`config.mk`:
```
export PLATFORM = sky130hd
export DESIGN_NAME = uart_rx
export DESIGN_NICKNAME = d
export VERILOG_FILES = /design/src/rtl/uart_pkg.sv /design/src/rtl/sync_2ff.sv /design/src/rtl/uart_rx.sv
export SDC_FILE = /design/constraint.sdc
export NUM_CORES = 1
export LEC_CHECK = 0
export CAP_MARGIN = 20
export CORE_ASPECT_RATIO = 1.25
export CORE_UTILIZATION = 55
export DETAILED_ROUTE_END_ITERATION = 10
export GPL_TIMING_DRIVEN = 0
export HOLD_SLACK_MARGIN = 0.15
export PLACE_DENSITY_LB_ADDON = 0.15
export SKIP_CTS_REPAIR_TIMING = 1
export SLEW_MARGIN = 25
export SYNTH_ARGS = -nofsm -noshare
export SYNTH_HDL_FRONTEND = slang
export SYNTH_SLANG_ARGS = --single-unit
```
`constraint.sdc`:
```
create_clock -name clk_i -period 5 [get_ports clk_i]
set_input_delay 0.75 -clock clk_i [delete_from_list [all_inputs] [get_ports clk_i]]
set_output_delay 0.75 -clock clk_i [all_outputs]
set_load 0.01 [all_outputs]
```
`src/rtl/uart_pkg.sv`:
```
// Shared UART definitions: receiver state encoding, default geometry and
// the frame-level bit values that the transmitter also uses.
package uart_pkg;

  typedef enum logic [2:0] {
    IDLE,
    START,
    DATA,
    STOP,
    WAIT_IDLE
  } rx_state_t;

  localparam int unsigned UART_DATA_W = 8;
  localparam int unsigned UART_OVS    = 16;

  localparam logic START_BIT = 1'b0;
  localparam logic STOP_BIT  = 1'b1;

endpackage

```
`src/rtl/sync_2ff.sv`:
```
// Two-flop synchroniser for a single asynchronous input. The reset value is
// a parameter so an idle-high line does not look like activity out of reset.
module sync_2ff #(
  parameter logic RST_VAL = 1'b0
) (
  input  logic clk_i,
  input  logic rst_i,
  input  logic d_i,
  output logic q_o
);

  logic r_meta;
  logic r_sync;

  // Two-stage capture of the asynchronous input.
  always_ff @(posedge clk_i or negedge rst_i) begin
    if (!rst_i) begin
      r_meta <= RST_VAL;
      r_sync <= RST_VAL;
    end else begin
      r_meta <= d_i;
      r_sync <= r_meta;
    end
  end

  assign q_o = r_sync;

endmodule

```
`src/rtl/uart_rx.sv`:
```
// UART receiver: oversampled start/data/stop decoding of a synchronised rx
// line, with a valid/ready output register, framing-error and overrun pulses.
module uart_rx
  import uart_pkg::*;
#(
  parameter int unsigned DATA_W = UART_DATA_W,
  parameter int unsigned OVS    = UART_OVS
) (
  input  logic              clk_i,
  input  logic              rst_i,
  input  logic              tick_i,
  input  logic              rx_i,
  output logic [DATA_W-1:0] data_o,
  output logic              valid_o,
  input  logic              ready_i,
  output logic              frame_err_o,
  output logic              overrun_o,
  output logic              busy_o
);

  localparam int unsigned   TW      = $clog2(OVS);
  localparam int unsigned   BW      = $clog2(DATA_W + 1);
  localparam logic [TW-1:0] TC_MID  = TW'(OVS / 2 - 1);
  localparam logic [TW-1:0] TC_LAST = TW'(OVS - 1);
  localparam logic [BW-1:0] BC_LAST = BW'(DATA_W - 1);

  logic              w_rx_s;
  rx_state_t         r_state;
  rx_state_t         w_state_nxt;
  logic [TW-1:0]     r_tcnt;
  logic [TW-1:0]     w_tcnt_nxt;
  logic [BW-1:0]     r_bcnt;
  logic [BW-1:0]     w_bcnt_nxt;
  logic [DATA_W-1:0] r_shift;
  logic [DATA_W-1:0] w_shift_nxt;
  logic [DATA_W-1:0] r_data;
  logic              r_valid;
  logic              r_frame_err;
  logic              r_overrun;
  logic              w_done;
  logic              w_ferr;

  sync_2ff #(
    .RST_VAL(1'b1)
  ) u_sync (
    .clk_i(clk_i),
    .rst_i(rst_i),
    .d_i  (rx_i),
    .q_o  (w_rx_s)
  );

  // State register.
  always_ff @(posedge clk_i or negedge rst_i) begin
    if (!rst_i) begin
      r_state <= IDLE;
    end else begin
      r_state <= w_state_nxt;
    end
  end

  // Next-state, counter and shift-register decode; w_done/w_ferr mark the
  // stop-bit sampling cycle. Data bits shift in from the top so that after
  // DATA_W samples the first (LSB) bit has arrived at bit 0.
  always_comb begin
    w_state_nxt = r_state;
    w_tcnt_nxt  = r_tcnt;
    w_bcnt_nxt  = r_bcnt;
    w_shift_nxt = r_shift;
    w_done      = 1'b0;
    w_ferr      = 1'b0;
    case (r_state)
      IDLE: begin
        if (w_rx_s == START_BIT) begin
          w_tcnt_nxt  = '0;
          w_state_nxt = START;
        end
      end
      START: begin
        if (tick_i) begin
          if (r_tcnt == TC_MID) begin
            if (w_rx_s == START_BIT) begin
              w_tcnt_nxt  = '0;
              w_bcnt_nxt  = '0;
              w_state_nxt = DATA;
            end else begin
              w_state_nxt = IDLE;
            end
          end else begin
            w_tcnt_nxt = r_tcnt + TW'(1);
          end
        end
      end
      DATA: begin
        if (tick_i) begin
          if (r_tcnt == TC_LAST) begin
            w_tcnt_nxt  = '0;
            w_shift_nxt = {w_rx_s, r_shift[DATA_W-1:1]};
            w_bcnt_nxt  = r_bcnt + BW'(1);
            if (r_bcnt == BC_LAST) begin
              w_state_nxt = STOP;
            end
          end else begin
            w_tcnt_nxt = r_tcnt + TW'(1);
          end
        end
      end
      STOP: begin
        if (tick_i) begin
          if (r_tcnt == TC_LAST) begin
            w_tcnt_nxt = '0;
            if (w_rx_s == STOP_BIT) begin
              w_done      = 1'b1;
              w_state_nxt = IDLE;
            end else begin
              w_ferr      = 1'b1;
              w_state_nxt = WAIT_IDLE;
            end
          end else begin
            w_tcnt_nxt = r_tcnt + TW'(1);
          end
        end
      end
      WAIT_IDLE: begin
        if (w_rx_s == STOP_BIT) begin
          w_state_nxt = IDLE;
        end
      end
      default: begin
        w_state_nxt = IDLE;
      end
    endcase
  end

  // Counter and shift-register storage.
  always_ff @(posedge clk_i or negedge rst_i) begin
    if (!rst_i) begin
      r_tcnt  <= '0;
      r_bcnt  <= '0;
      r_shift <= '0;
    end else begin
      r_tcnt  <= w_tcnt_nxt;
      r_bcnt  <= w_bcnt_nxt;
      r_shift <= w_shift_nxt;
    end
  end

  // Output holding register with valid/ready handshake and overrun detection.
  // A completing byte loads only if the slot is empty or being drained now.
  always_ff @(posedge clk_i or negedge rst_i) begin
    if (!rst_i) begin
      r_data      <= '0;
      r_valid     <= 1'b0;
      r_frame_err <= 1'b0;
      r_overrun   <= 1'b0;
    end else begin
      r_frame_err <= w_ferr;
      r_overrun   <= 1'b0;
      if (w_done) begin
        if (!r_valid || ready_i) begin
          r_data  <= r_shift;
          r_valid <= 1'b1;
        end else begin
          r_overrun <= 1'b1;
        end
      end else if (r_valid && ready_i) begin
        r_valid <= 1'b0;
      end
    end
  end

  assign data_o      = r_data;
  assign valid_o     = r_valid;
  assign frame_err_o = r_frame_err;
  assign overrun_o   = r_overrun;
  assign busy_o      = (r_state != IDLE);

endmodule

```
# Word-level counts from Yosys, hierarchy flattened

Index checks and enable logic that the tools add are counted.

Register bits after elaboration: 32
Output and inout bits: 12
Input bits: 5
Word-level logic and storage cells: 83

Mux-type cells: 37
Reduce and logical (&&, ||, !) cells: 15
Equal/unequal tests: 19
Add/subtract/negate cells: 2

Operators by type and width:

| cell                                                                    | count |
|---|---|
| 4-bit 2-to-1 mux                                                        | 10 |
| 3-bit 2-to-1 mux                                                        | 10 |
| 2-bit inequality test, second input constant                            | 9 |
| 3-bit one-hot mux with 5 select lines                                   | 1 |
| 1-bit 2-to-1 mux                                                        | 13 |
| 4-bit one-hot mux with 3 select lines                                   | 1 |
| 9-bit AND reduction                                                     | 1 |
| 4-bit by 1-bit adder with 4-bit output, second input constant           | 2 |
| 4-bit by 3-bit == test with 1-bit output, second input constant         | 2 |
| 4-bit one-hot mux with 2 select lines                                   | 1 |
| 3-bit by 2-bit == test with 1-bit output, second input constant         | 2 |
| 2-bit by 1-bit inequality test with 1-bit output, second input constant | 3 |
| 3-bit AND reduction                                                     | 2 |
| 6-bit AND reduction                                                     | 1 |
| 3-bit nonzero test                                                      | 2 |
| 4-bit == test, second input constant                                    | 1 |
| 2-bit AND reduction                                                     | 2 |
| 2-bit nonzero test                                                      | 2 |
| 3-bit by 1-bit == test with 1-bit output, second input constant         | 1 |
| 3-bit == test, second input constant                                    | 1 |
| 3-bit logical NOT                                                       | 1 |
| 2-bit 2-to-1 mux                                                        | 1 |
| 2-bit OR reduction                                                      | 1 |
| 1-bit logical AND                                                       | 1 |
| 2 further kinds                                                         | 2 |

# Logic depth before layout (Yosys ltp)

Gate-level depths: netlist (run 1).

Depth after elaboration: 6
Depth in mapped cells: 6
Depth with buffers taken out: 5

# By module

From an unflattened synthesis (run 1), not the netlist that was laid out.

Cells, all modules: 121
Area total of the unflattened synthesis: 1,458.9 um^2

By module, submodules not included:

| module   | sequential area each (um^2) | cells an instance | area an instance (um^2) | instances |
|---|---|---|---|---|
| uart_rx  | 750.7                       | 119               | 1,406.3                 | 1 |
| sync_2ff | 52.6                        | 2                 | 52.6                    | 1 |

# Least setup slack after synthesis (run 1)

Ideal clock, no wire load.

Path type: input port to flip-flop
From: in tick_i
To: reg r_data[0] (netlist: data_o[0])
Arrival: 1.737 ns
Required time: 4.875 ns
Library setup time: 0.125 ns
Path buffers: 1
Setup slack: 3.138 ns
Cell stages on the path: 5
Cell sequence: and4_1 nand4_1 nor2b_1 buf_2 mux2_2

Cells in the longest elaborated chain, start to end: 3

RTL lines:

| element                       | RTL line       | text |
|---|---|---|
| start, declared               | uart_rx.sv:11  | `input logic tick_i,` |
| 1-bit 2-to-1 mux              | uart_rx.sv:108 | `if (tick_i) begin` |
| 1-bit 2-to-1 mux              | uart_rx.sv:71  | `case (r_state)` |
| 2-bit AND reduction (no line) | -              |  |
| end signal, assigned          | uart_rx.sv:160 | `r_data <= r_shift;` |
| end, declared                 | uart_rx.sv:36  | `logic [DATA_W-1:0] r_data;` |

No other way between the ends.
A chain may end at the register's enable or synchronous reset.

# Worst setup path in the final report (run 1)

From: reg r_state[2]
To: out busy_o

Cells in the longest elaborated chain, start to end: 1

RTL lines:

| element                | RTL line       | text |
|---|---|---|
| start, declared        | uart_rx.sv:28  | `rx_state_t r_state;` |
| start signal, assigned | uart_rx.sv:57  | `r_state <= w_state_nxt;` |
| 3-bit nonzero test     | uart_rx.sv:175 | `assign busy_o = (r_state != IDLE);` |
| end, declared          | uart_rx.sv:18  | `output logic busy_o` |

No other way between the ends.

==> results of run 1 <==
==> through the flow <==
stage | std cells | instance area [µm²]
3_5_place_dp | 173 | 1680
5_1_grt | 181 | 1730
6_report | 181 | 1730
4_1_cts | 181 | 1730
3_3_place_gp | 173 | 1680
2_1_floorplan | 124 | 1480
==> synthesized netlist by cell type (3+ instances only) <==
library cell	count	share of area, %
a31oi_1	3	1.3
nor2b_1	3	1.3
mux2_2	18	14
inv_1	5	1.3
nand3_1	3	1.0
nor2_1	7	1.8
nand2_1	7	1.8
clkbuf_1	3	0.76
dfrtp_1	30	51
o21ai_0	6	2.0
==> cells in the final DEF (no fill, tap or decap), types with 5 or more instances in the layout <==
master            n
o21ai_0           6
nand2_1           7
clkbuf_1          5
dfrtp_1          30
clkdlybuf4s50_1  15
mux2_2           18
nor2_1            7
inv_1             5
clkbuf_4          5
==> flip-flops by register name, indices dropped and copies added (netlist names) <==
register       count
valid_o            1
frame_err_o        1
r_bcnt             4
r_shift            8
u_sync.q_o         1
u_sync.r_meta      1
r_state            3
overrun_o          1
r_tcnt             4
data_o             8
==> worst max-delay path: stages (launching register included) <==
cell and delay (ps):
dfrtp_1 410, clkbuf_1 240, or3_1 410, clkdlybuf4s50_1 480
==> area by class of cell <==
| class | instances | area [µm²] |
|---|---|---|
| Fill cell | 201 | 776 |
| Timing Repair Buffer | 16 | 155 |
| Tap cell | 33 | 41.3 |
| Sequential cell | 32 | 803 |
| Clock buffer | 7 | 45.0 |
| Multi-Input combinational cell | 80 | 621 |
| Inverter | 5 | 18.8 |
| Clock inverter | 1 | 5.00 |
| Buffer | 7 | 37.5 |
==> power by group through the flow <==
stage	clock network [mW]	registers, mW	logic [mW]
after floorplan	0	0.326	0.194
after global placement	0	0.331	0.242
after detailed placement	0	0.335	0.253
after CTS	0.141	0.330	0.255
after global routing	0.151	0.335	0.284
final	0.137	0.330	0.256
==> cells by family after synthesis <==
logic type / share of synthesized area, %
AND/OR/NAND/NOR: 14.2
adder cells (fa/ha/maj): 1.69
AO/OA/AOI/OAI: 11.8
flip-flops: 54.3
multiplexers: 13.7
XOR/XNOR: 0.592
buffers and inverters: 3.80
==> worst min path at each step <==
stage	cells past startpoint	slack, ps	start	to
floorplan	0	350	u_sync.r_meta	u_sync.q_o
global placement	0	350	u_sync.r_meta	u_sync.q_o
detailed placement	0	350	u_sync.r_meta	u_sync.q_o
CTS	0	370	u_sync.r_meta	u_sync.q_o
global route	0	370	u_sync.r_meta	u_sync.q_o
finish	0	360	u_sync.r_meta	u_sync.q_o
==> metal layers <==
layer / track usage [%] / vias up / wire (µm)
met2: 41.2 / 37 / 1500
met5: 0 / - / 0
met4: 15.1 / 0 / 81
met1: 23.3 / 532 / 1150
met3: 6.36 / 9 / 134
li1: - / 498 / -
==> impl_metrics.sql, run 1 <==
INSERT INTO impl_metrics (metric_group, metric, value, unit) VALUES
('place', 'portBuffers', '16', ''),
('cts', 'cts_tree', 'done', ''),
('finish', 'antenna-diode-count', '0', ''),
('routing', 'finalWirelength', '2870', 'µm'),
('sta', 'finalHoldWorstSlack', '365', 'ps'),
('sta', 'worst_slew_margin_rel', '53.8', '%'),
('power', 'leakage', '0.790', 'nW'),
('worst_hold_path', 'min_path_type', 'reg -> reg', ''),
('sta', 'fmax', '382', 'MHz'),
('logic_synthesis', 'synth.yosys.seq_area_share', '54.3', '%'),
('cts', 'clock_sinks', '32', ''),
('place', 'hpwlAfterDp', '2080', 'µm'),
('logic_synthesis', 'synth-edff-count', '0', ''),
('finish', 'post-route-util', '69.0', '%'),
('sta', 'fin_crit', '2620', 'ps'),
('finish', 'drive_above_1_share', '24.3', '%'),
('power', 'power.combinational.fraction', '35.4', '%'),
('logic_synthesis', 'synthArstFlopShare', '100', '%'),
('sta', 'grt_setup_unrepaired', 'false', ''),
('die', 'die_height', '60', 'µm'),
('critical_path', 'regToRegEndpoint', 'data_o[2]', ''),
('logic_synthesis', 'yosysWarnings', '0', ''),
('die', 'core.rowCount', '20', ''),
('finish', 'nNetsFinal', '154', ''),
('power', 'internal_power', '466', 'µW'),
('routing', 'final_antenna_violating_net_count', '0', ''),
('critical_path', 'cp_max_fo', '10', ''),
('sta', 'setup_viol', '0', ''),
('power', 'power.density', '419', 'nW/µm²'),
('power', 'clock_power_share', '18.9', '%'),
('logic_synthesis', 'synth.net_count', '131', ''),
('sta', 'worstMarginPinSlew', '694', 'ps'),
('global_route', 'first_global_vias', '1080', ''),
('global_route', 'global_route.usage.total', '22.8', '%'),
('sta', 'slew_viol_final', '0', ''),
('place', 'post-place-ws', '2350', 'ps'),
('critical_path', 'endpoint', 'busy_o', ''),
('logic_synthesis', 'synth.avg_cell_area', '11.9', 'µm²'),
('sta', 'clock_skew', '4.45', 'ps'),
('critical_path', 'worst_r2r_path_depth', '6', ''),
('finish', 'areaGrowthSynthToFinish', '16.7', '%'),
('place', 'gp_congestion', '0.896', ''),
('cts', 'cts_buffer_depth', '2', ''),
('logic_synthesis', 'synth.distinct_cells', '41', ''),
('global_route', 'antenna_violations_before_repair', '0', ''),
('critical_path', 'timing.rr.start', 'r_tcnt[0]', ''),
('cts', 'clk_transition_reported_paths', '90', 'ps'),
('cts', 'clkLatencyLatePin', '330', 'ps'),
('power', 'ir_worst_vdd', '275', 'µV'),
('die', 'dieArea', '2900', 'µm²'),
('flow_run', 'maxCapViolCount', '0', ''),
('sta', 'finalWorstSetupSlack', '2380', 'ps'),
('routing', 'drt_iter0_markers', '30', ''),
('logic_synthesis', 'netlist_instances', '124', ''),
('logic_synthesis', 'ys_dominant_reg_cell', 'dfrtp_1', ''),
('sta', 'fin_crit_sh', '52.3', '%'),
('critical_path', 'worstSetupEndpointType', 'output port', ''),
('critical_path', 'r2r_setup_slack', '3010', 'ps'),
('critical_path', 'worst-endpoint-arrival', '1870', 'ps'),
('logic_synthesis', 'ys_ff_latch', '32', ''),
('global_route', 'global_route.overflow_total', '0', ''),
('critical_path', 'worst_ep_required_time', '4250', 'ps'),
('routing', 'drt_wl_cell', '15.8', 'µm'),
('power', 'power.switching', '257', 'µW'),
('cts', 'htree_num_levels', '2', ''),
('critical_path', 'critical_path_class', 'reg -> out', ''),
('sta', 'tns', '0', 'ps'),
('routing', 'detailedRoute.firstPassIterationCount', '4', ''),
('critical_path', 'timing.critical_path.from', 'r_state[2]', ''),
('die', 'ios', '17', ''),
('global_route', 'pin_count_of_the_biggest_net_entering_global_routing', '33', ''),
('global_route', 'grt_pass1_wl', '4720', 'µm'),
('power', 'power.sequential.fraction', '45.7', '%'),
('die', 'dieWidth', '48.4', 'µm'),
('die', 'floorplan.initialDensity', '59.2', '%'),
('power', 'sw_frac_of_total', '35.5', '%'),
('routing', 'remaining_drc_errors', '0', ''),
('die', 'core_region_area', '2500', 'µm²'),
('routing', 'detail_route.vias_per_cell', '5.94', ''),
('cts', 'numCtsBuffers', '5', ''),
('status', 'result_of_the_run', 'finished, final reports clean', ''),
('critical_path', 'startpoint_type', 'flop', ''),
('logic_synthesis', 'syn-cell-area', '1480', 'µm²'),
('sta', 'final_hold_viol_count', '0', ''),
('cts', 'clk_root_buffer_cell', 'clkbuf_4', ''),
('routing', 'vias', '1076', ''),
('power', 'power_after_layout', '723', 'µW');
Note: power is estimated with default switching activity, not from simulation.
==> run 2, diff against run 1 <==
--- a/config.mk
+++ b/config.mk
@@ -7,7 +7,7 @@
 export LEC_CHECK = 0
 export CAP_MARGIN = 20
 export CORE_ASPECT_RATIO = 1.25
-export CORE_UTILIZATION = 55
+export CORE_UTILIZATION = 54
 export DETAILED_ROUTE_END_ITERATION = 10
 export GPL_TIMING_DRIVEN = 0
 export HOLD_SLACK_MARGIN = 0.15
==> constraint.sdc (replaced) <==
create_clock -name clk_i -period 2.5 [get_ports clk_i]
set_input_delay 0.375 -clock clk_i [delete_from_list [all_inputs] [get_ports clk_i]]
set_output_delay 0.375 -clock clk_i [all_outputs]
set_load 0.01 [all_outputs]
==> run 2 against run 1 <==
Sequential power grew 99%. Final cell count is 0.55% higher. Global-route usage is 1.1 points lower. Clock power grew to 2.9 times the previous value. Combinational power up 96%. Wire length decreased by 5.2%. Power increased by 110%. Clock-buffer cell count decreased by 2. Worst hold slack got worse by 3.6 ps. Critical path depth unchanged. Largest power group unchanged.
==> impl_metrics.sql, run 2 (synthesized netlist as in run 1, its figures left out) <==
INSERT INTO impl_metrics (metric_group, metric, value, unit) VALUES
('status', 'result_of_the_run', 'finished, final reports clean', ''),
('global_route', 'global_route.usage.total', '21.6', '%'),
('finish', 'antenna-diode-count', '0', ''),
('cts', 'htree_num_levels', '2', ''),
('sta', 'tns', '0', 'ps'),
('critical_path', 'crit_slowest_cell', 'clkdlybuf4s50_1', ''),
('routing', 'remaining_drc_errors', '0', ''),
('sta', 'grt_setup_unrepaired', 'false', ''),
('global_route', 'global_route.overflow_total', '0', ''),
('sta', 'fmax', '445', 'MHz'),
('global_route', 'pin_count_of_the_biggest_net_entering_global_routing', '33', ''),
('critical_path', 'critical_path_buf_inv_count', '2', ''),
('critical_path', 'worst-endpoint-arrival', '1870', 'ps'),
('place', 'hpwlAfterDp', '1880', 'µm'),
('finish', 'nNetsFinal', '155', ''),
('power', 'leakage', '0.806', 'nW'),
('sta', 'slew_viol_final', '0', ''),
('cts', 'cts_tree', 'done', ''),
('place', 'post-place-ws', '202', 'ps'),
('die', 'floorplan.initialDensity', '59.2', '%'),
('die', 'die_height', '60.5', 'µm'),
('die', 'core_region_area', '2500', 'µm²'),
('routing', 'drt_wl_cell', '14.9', 'µm'),
('critical_path', 'startpoint_type', 'flop', ''),
('routing', 'detailedRoute.firstPassIterationCount', '4', ''),
('global_route', 'grt_pass1_wl', '4610', 'µm'),
('power', 'ir_worst_vdd', '647', 'µV'),
('sta', 'setup_viol', '0', ''),
('finish', 'mostFrequentLayoutCells', 'dfrtp_1 (30), mux2_2 (18), clkdlybuf4s50_1 (15), nand2_1 (7), nor2_1 (7)', ''),
('critical_path', 'crit_path_cell_trace', 'clkbuf_1, or3_1, clkdlybuf4s50_1', ''),
('sta', 'fin_crit_sh', '89.9', '%'),
('power', 'power.density', '879', 'nW/µm²'),
('die', 'dieArea', '2960', 'µm²'),
('global_route', 'first_global_vias', '1014', ''),
('global_route', 'antenna_violations_before_repair', '0', ''),
('cts', 'cts_buffer_depth', '2', ''),
('die', 'ios', '17', ''),
('cts', 'clkLatencyLatePin', '340', 'ps'),
('sta', 'finalWorstSetupSlack', '251', 'ps'),
('finish', 'fill_cells', '186', ''),
('critical_path', 'largest_stage_delay_on_the_critical_path', '480', 'ps'),
('die', 'core.rowCount', '20', ''),
('critical_path', 'critical_path_class', 'reg -> out', ''),
('finish', 'mostFrequentLayoutCell', 'dfrtp_1', ''),
('die', 'dieWidth', '48.8', 'µm'),
('cts', 'numCtsBuffers', '5', ''),
('critical_path', 'cp_max_fo', '10', ''),
('routing', 'finalWirelength', '2720', 'µm'),
('power', 'internal_power', '1.03', 'mW'),
('sta', 'clock_skew', '11.3', 'ps'),
('routing', 'final_antenna_violating_net_count', '0', ''),
('routing', 'drt_iter0_markers', '22', ''),
('cts', 'clock_sinks', '32', ''),
('sta', 'final_hold_viol_count', '0', ''),
('finish', 'area.sequential', '803', 'µm²'),
('finish', 'drive_above_1_share', '25.5', '%'),
('finish', 'areaGrowthSynthToFinish', '19.4', '%'),
('finish', 'multi_input_comb_area', '621', 'µm²'),
('critical_path', 'critical-path-top-delay-family', 'buffers and inverters', ''),
('cts', 'clk_root_buffer_cell', 'clkbuf_4', ''),
('sta', 'worst_slew_margin_rel', '54.1', '%'),
('power', 'sw_frac_of_total', '33.6', '%'),
('cts', 'clk_transition_reported_paths', '110', 'ps'),
('power', 'power.combinational.fraction', '32.2', '%'),
('place', 'portBuffers', '16', ''),
('critical_path', 'worstSetupEndpointType', 'output port', ''),
('power', 'power.sequential.fraction', '42.4', '%'),
('sta', 'fin_crit', '2250', 'ps'),
('power', 'power.switching', '522', 'µW'),
('power', 'clock_power_share', '25.4', '%'),
('sta', 'worstMarginPinSlew', '689', 'ps'),
('worst_hold_path', 'min_path_type', 'reg -> reg', ''),
('routing', 'vias', '1054', ''),
('routing', 'detail_route.vias_per_cell', '5.79', ''),
('flow_run', 'maxCapViolCount', '0', ''),
('critical_path', 'worst_ep_required_time', '2120', 'ps'),
('place', 'gp_congestion', '0.890', '');
run 2: power by group through the flow:
stage | logic (mW) | clock network, mW | registers (mW)
5_1_grt | 0.555 | 0.425 | 0.669
6_report | 0.501 | 0.394 | 0.658
4_1_cts | 0.501 | 0.403 | 0.658
3_5_place_dp | 0.496 | 0 | 0.668
2_1_floorplan | 0.388 | 0 | 0.652
3_3_place_gp | 0.486 | 0 | 0.662
run 2: final timing paths:
path / startpoint / end / slack (ps) / depth (start not counted)
max: r_state[2] / busy_o / 250 / 3
min: u_sync.r_meta / u_sync.q_o / 360 / 0
max reg2reg: r_tcnt[0] / data_o[6] / 510 / 6
min reg2reg: u_sync.r_meta / u_sync.q_o / 360 / 0
max in group asynchronous: rst_i / r_tcnt[1] / 1450 / 2
min in group asynchronous: rst_i / r_state[2] / 590 / 2
run 2: metal layers:
metal | share of wire, % | GRT usage (%) | vias to the layer above
met2 | 50 | 35.5 | 23
li1 | - | - | 501
met3 | 5.4 | 8.02 | 5
met4 | 1.4 | 8.82 | 0
met1 | 43 | 26.2 | 525
met5 | 0 | 0 | -
run 2: area by class of cell:
class                           count  area share, %
Multi-Input combinational cell     80           35.1
Clock inverter                      3           2.41
Sequential cell                    32           45.5
Tap cell                           33           2.34
Clock buffer                        5           2.12
Inverter                            5           1.06
Buffer                              7           2.12
Timing Repair Buffer               17           9.35
run 2: metrics by stage:
step,total power [mW],util [%],hold slack [ps],std cells,cell area (µm²)
after floorplan,1.04,-,79.4,124,1480
after global placement,1.15,67.2,347,173,1680
after detailed placement,1.16,67.0,348,173,1680
after CTS,1.56,70.2,78.4,181,1760
after global routing,1.65,70.6,365,182,1770
final,1.55,70.6,361,182,1770
==> run 3, diff against run 2 <==
--- a/config.mk
+++ b/config.mk
@@ -5,9 +5,10 @@
 export SDC_FILE = /design/constraint.sdc
 export NUM_CORES = 1
 export LEC_CHECK = 0
+export ABC_AREA = 1
 export CAP_MARGIN = 20
 export CORE_ASPECT_RATIO = 1.25
-export CORE_UTILIZATION = 54
+export CORE_UTILIZATION = 55
 export DETAILED_ROUTE_END_ITERATION = 10
 export GPL_TIMING_DRIVEN = 0
 export HOLD_SLACK_MARGIN = 0.15
==> run 3 against run 2 <==
Sequential share of layout area fell by 1.1 points. Global-route usage rose by 0.19 points. Largest power group unchanged. Die area rose by 3.0%.
==> impl_metrics.sql, run 3 <==
INSERT INTO impl_metrics (metric_group, metric, value, unit) VALUES
('routing', 'drt_wl_cell', '11.6', 'µm'),
('sta', 'fin_crit_sh', '83.8', '%'),
('logic_synthesis', 'synth-edff-count', '0', ''),
('sta', 'tns', '0', 'ps'),
('cts', 'clk_root_buffer_cell', 'clkbuf_4', ''),
('finish', 'mostFrequentLayoutCell', 'nand2_1', ''),
('finish', 'mostFrequentLayoutCells', 'nand2_1 (66), dfrtp_1 (30), nor2_1 (17), nand3_1 (16), clkdlybuf4s50_1 (15)', ''),
('finish', 'design_area', '1810', 'µm²'),
('sta', 'worst_slew_margin_rel', '53.7', '%'),
('die', 'floorplan.initialDensity', '58.0', '%'),
('routing', 'detail_route.vias_per_cell', '5.23', ''),
('die', 'core.rowCount', '21', ''),
('place', 'numPlacedInstances', '235', ''),
('logic_synthesis', 'synthArstFlopShare', '100', '%'),
('cts', 'cts_tree', 'done', ''),
('logic_synthesis', 'post-synth-top-area-fraction', '48.3', '%'),
('sta', 'worstMarginPinSlew', '691', 'ps'),
('cts', 'clock_sinks', '32', ''),
('sta', 'clock_skew', '4.62', 'ps'),
('logic_synthesis', 'synth.yosys.seq_area_share', '51.6', '%'),
('logic_synthesis', 'netlist_instances', '185', ''),
('place', 'hpwlAfterDp', '2070', 'µm'),
('critical_path', 'timing.critical_path.from', 'r_state[0]', ''),
('sta', 'final_hold_viol_count', '0', ''),
('logic_synthesis', 'syn-cell-area', '1560', 'µm²'),
('power', 'power.density', '783', 'nW/µm²'),
('sta', 'slew_viol_final', '0', ''),
('finish', 'finish.cell_count_without_fillers', '243', ''),
('finish', 'nNetsFinal', '216', ''),
('logic_synthesis', 'ys_dominant_reg_cell', 'dfrtp_1', ''),
('critical_path', 'endpoint', 'busy_o', ''),
('logic_synthesis', 'synth.largest_area_cell', 'dfrtp_1', ''),
('logic_synthesis', 'synth.avg_cell_area', '8.41', 'µm²'),
('critical_path', 'worst_r2r_path_depth', '8', ''),
('global_route', 'pin_count_of_the_biggest_net_entering_global_routing', '33', ''),
('critical_path', 'timing.rr.start', 'r_tcnt[0]', ''),
('routing', 'detailedRoute.firstPassIterationCount', '4', ''),
('global_route', 'antenna_violations_before_repair', '0', ''),
('routing', 'finalWirelength', '2810', 'µm'),
('critical_path', 'cp_max_fo', '8', ''),
('critical_path', 'worstSetupEndpointType', 'output port', ''),
('global_route', 'global_route.usage.total', '21.8', '%'),
('cts', 'numCtsBuffers', '5', ''),
('critical_path', 'critical_path_class', 'reg -> out', ''),
('global_route', 'global_route.overflow_total', '0', ''),
('critical_path', 'regToRegEndpoint', 'r_state[0]', ''),
('die', 'ios', '17', ''),
('power', 'power_after_layout', '1.42', 'mW'),
('finish', 'drive_above_1_share', '12.0', '%'),
('critical_path', 'worst-endpoint-arrival', '1720', 'ps'),
('cts', 'cts_buffer_depth', '2', ''),
('logic_synthesis', 'synth.distinct_cells', '26', ''),
('sta', 'setup_viol', '0', ''),
('die', 'die_height', '61.5', 'µm'),
('sta', 'grt_setup_unrepaired', 'false', ''),
('power', 'ir_worst_vdd', '536', 'µV'),
('logic_synthesis', 'yosysWarnings', '0', ''),
('logic_synthesis', 'ys_ff_latch', '32', ''),
('routing', 'vias', '1272', ''),
('die', 'dieArea', '3050', 'µm²'),
('routing', 'final_antenna_violating_net_count', '0', ''),
('critical_path', 'startpoint_type', 'flop', ''),
('sta', 'fmax', '477', 'MHz'),
('place', 'portBuffers', '16', ''),
('global_route', 'grt_pass1_wl', '4820', 'µm'),
('logic_synthesis', 'netlist_top_cells_area', 'dfrtp_1 (48%), nand2_1 (16%), nand3_1 (5.1%), o21ai_1 (4.2%), nor2_1 (4.1%)', ''),
('flow_run', 'maxCapViolCount', '0', ''),
('die', 'dieWidth', '49.6', 'µm'),
('place', 'placed_area', '1750', 'µm²'),
('place', 'gp_congestion', '0.879', ''),
('power', 'leakage', '0.942', 'nW'),
('routing', 'remaining_drc_errors', '0', ''),
('status', 'result_of_the_run', 'finished, final reports clean', ''),
('worst_hold_path', 'min_path_type', 'reg -> reg', ''),
('logic_synthesis', 'synth.net_count', '192', ''),
('logic_synthesis', 'yosys.cell_count.top_type', 'nand2_1', ''),
('finish', 'antenna-diode-count', '0', ''),
('critical_path', 'r2r_setup_slack', '950', 'ps'),
('logic_synthesis', 'netlist_top_cells_count', 'nand2_1 (66), dfrtp_1 (30), nor2_1 (17)', ''),
('cts', 'htree_num_levels', '2', ''),
('cts', 'clk_transition_reported_paths', '90', 'ps'),
('die', 'core_region_area', '2680', 'µm²'),
('cts', 'clkLatencyLatePin', '330', 'ps'),
('routing', 'drt_iter0_markers', '29', ''),
('global_route', 'first_global_vias', '1145', ''),
('finish', 'areaGrowthSynthToFinish', '16.3', '%'),
('critical_path', 'worst_ep_required_time', '2120', 'ps'),
('sta', 'fin_crit', '2100', 'ps');
==> run 3: cell count changes in the layout (fill, tap and decap cells not counted), sizes merged, moves of 3 or more <==
cell,before,now
nand2,7,68
nand3,3,17
a21oi,2,5
mux2,18,0
a31oi,3,0
nor2,7,22
clkbuf,9,6
o21ai,7,15
inv,5,13
nor2b,3,0
==> run 3: worst max-delay path: stages, from the launching register on <==
cell             delay, ps
dfrtp_1                370
buf_2                  180
nor2_1                 220
nand2_1                120
clkdlybuf4s50_1        490
==> run 3: cell families after synthesis <==
| group | after synthesis | share of synthesized area, % |
|---|---|---|
| AO/OA/AOI/OAI | 21 | 7.16 |
| XOR/XNOR | 2 | 1.13 |
| adder cells (fa/ha/maj) | 2 | 1.61 |
| buffers and inverters | 17 | 4.99 |
| flip-flops | 32 | 51.6 |
| AND/OR/NAND/NOR | 111 | 33.5 |
==> run 3: where the power goes <==
part	internal, mW	switching [mW]
sequential	0.589	0.0711
clock	0.103	0.168
combinational	0.168	0.318
total	0.860	0.557
==> run 3: worst min path at each step <==
stage / cells past startpoint / start / end
finish: 0 / u_sync.r_meta / u_sync.q_o
global route: 0 / u_sync.r_meta / u_sync.q_o
CTS: 1 / rst_i / valid_o
detailed placement: 0 / u_sync.r_meta / u_sync.q_o
global placement: 0 / u_sync.r_meta / u_sync.q_o
floorplan: 0 / rst_i / data_o[0]
==> run 3: metal layers <==
layer	GRT usage [%]	up-vias	part of all wire (%)
met1	25.2	601	43
met5	0	-	0
met2	36.7	24	50
met3	6.67	8	3.8
li1	-	639	-
met4	12.2	0	2.5
==> run 3: stage by stage <==
stage          hold WS (ps)  utilization [%]  setup slack, ps
5_1_grt                 372             67.5              278
2_1_floorplan          79.4                -             1120
3_3_place_gp            348             65.6              543
3_5_place_dp            351             65.4              760
4_1_cts                87.7             67.1              386
6_report                362             67.5              404
==> run 3: cell type report <==
cell class,count,area [µm²]
flip-flops and latches,32,803
plain buffers,4,28.8
fillers,258,871
well taps,34,42.5
inverters,13,48.8
clock buffers,6,41.3
clock inverters,1,5.00
repair buffers,17,165
multi-input cells,136,674
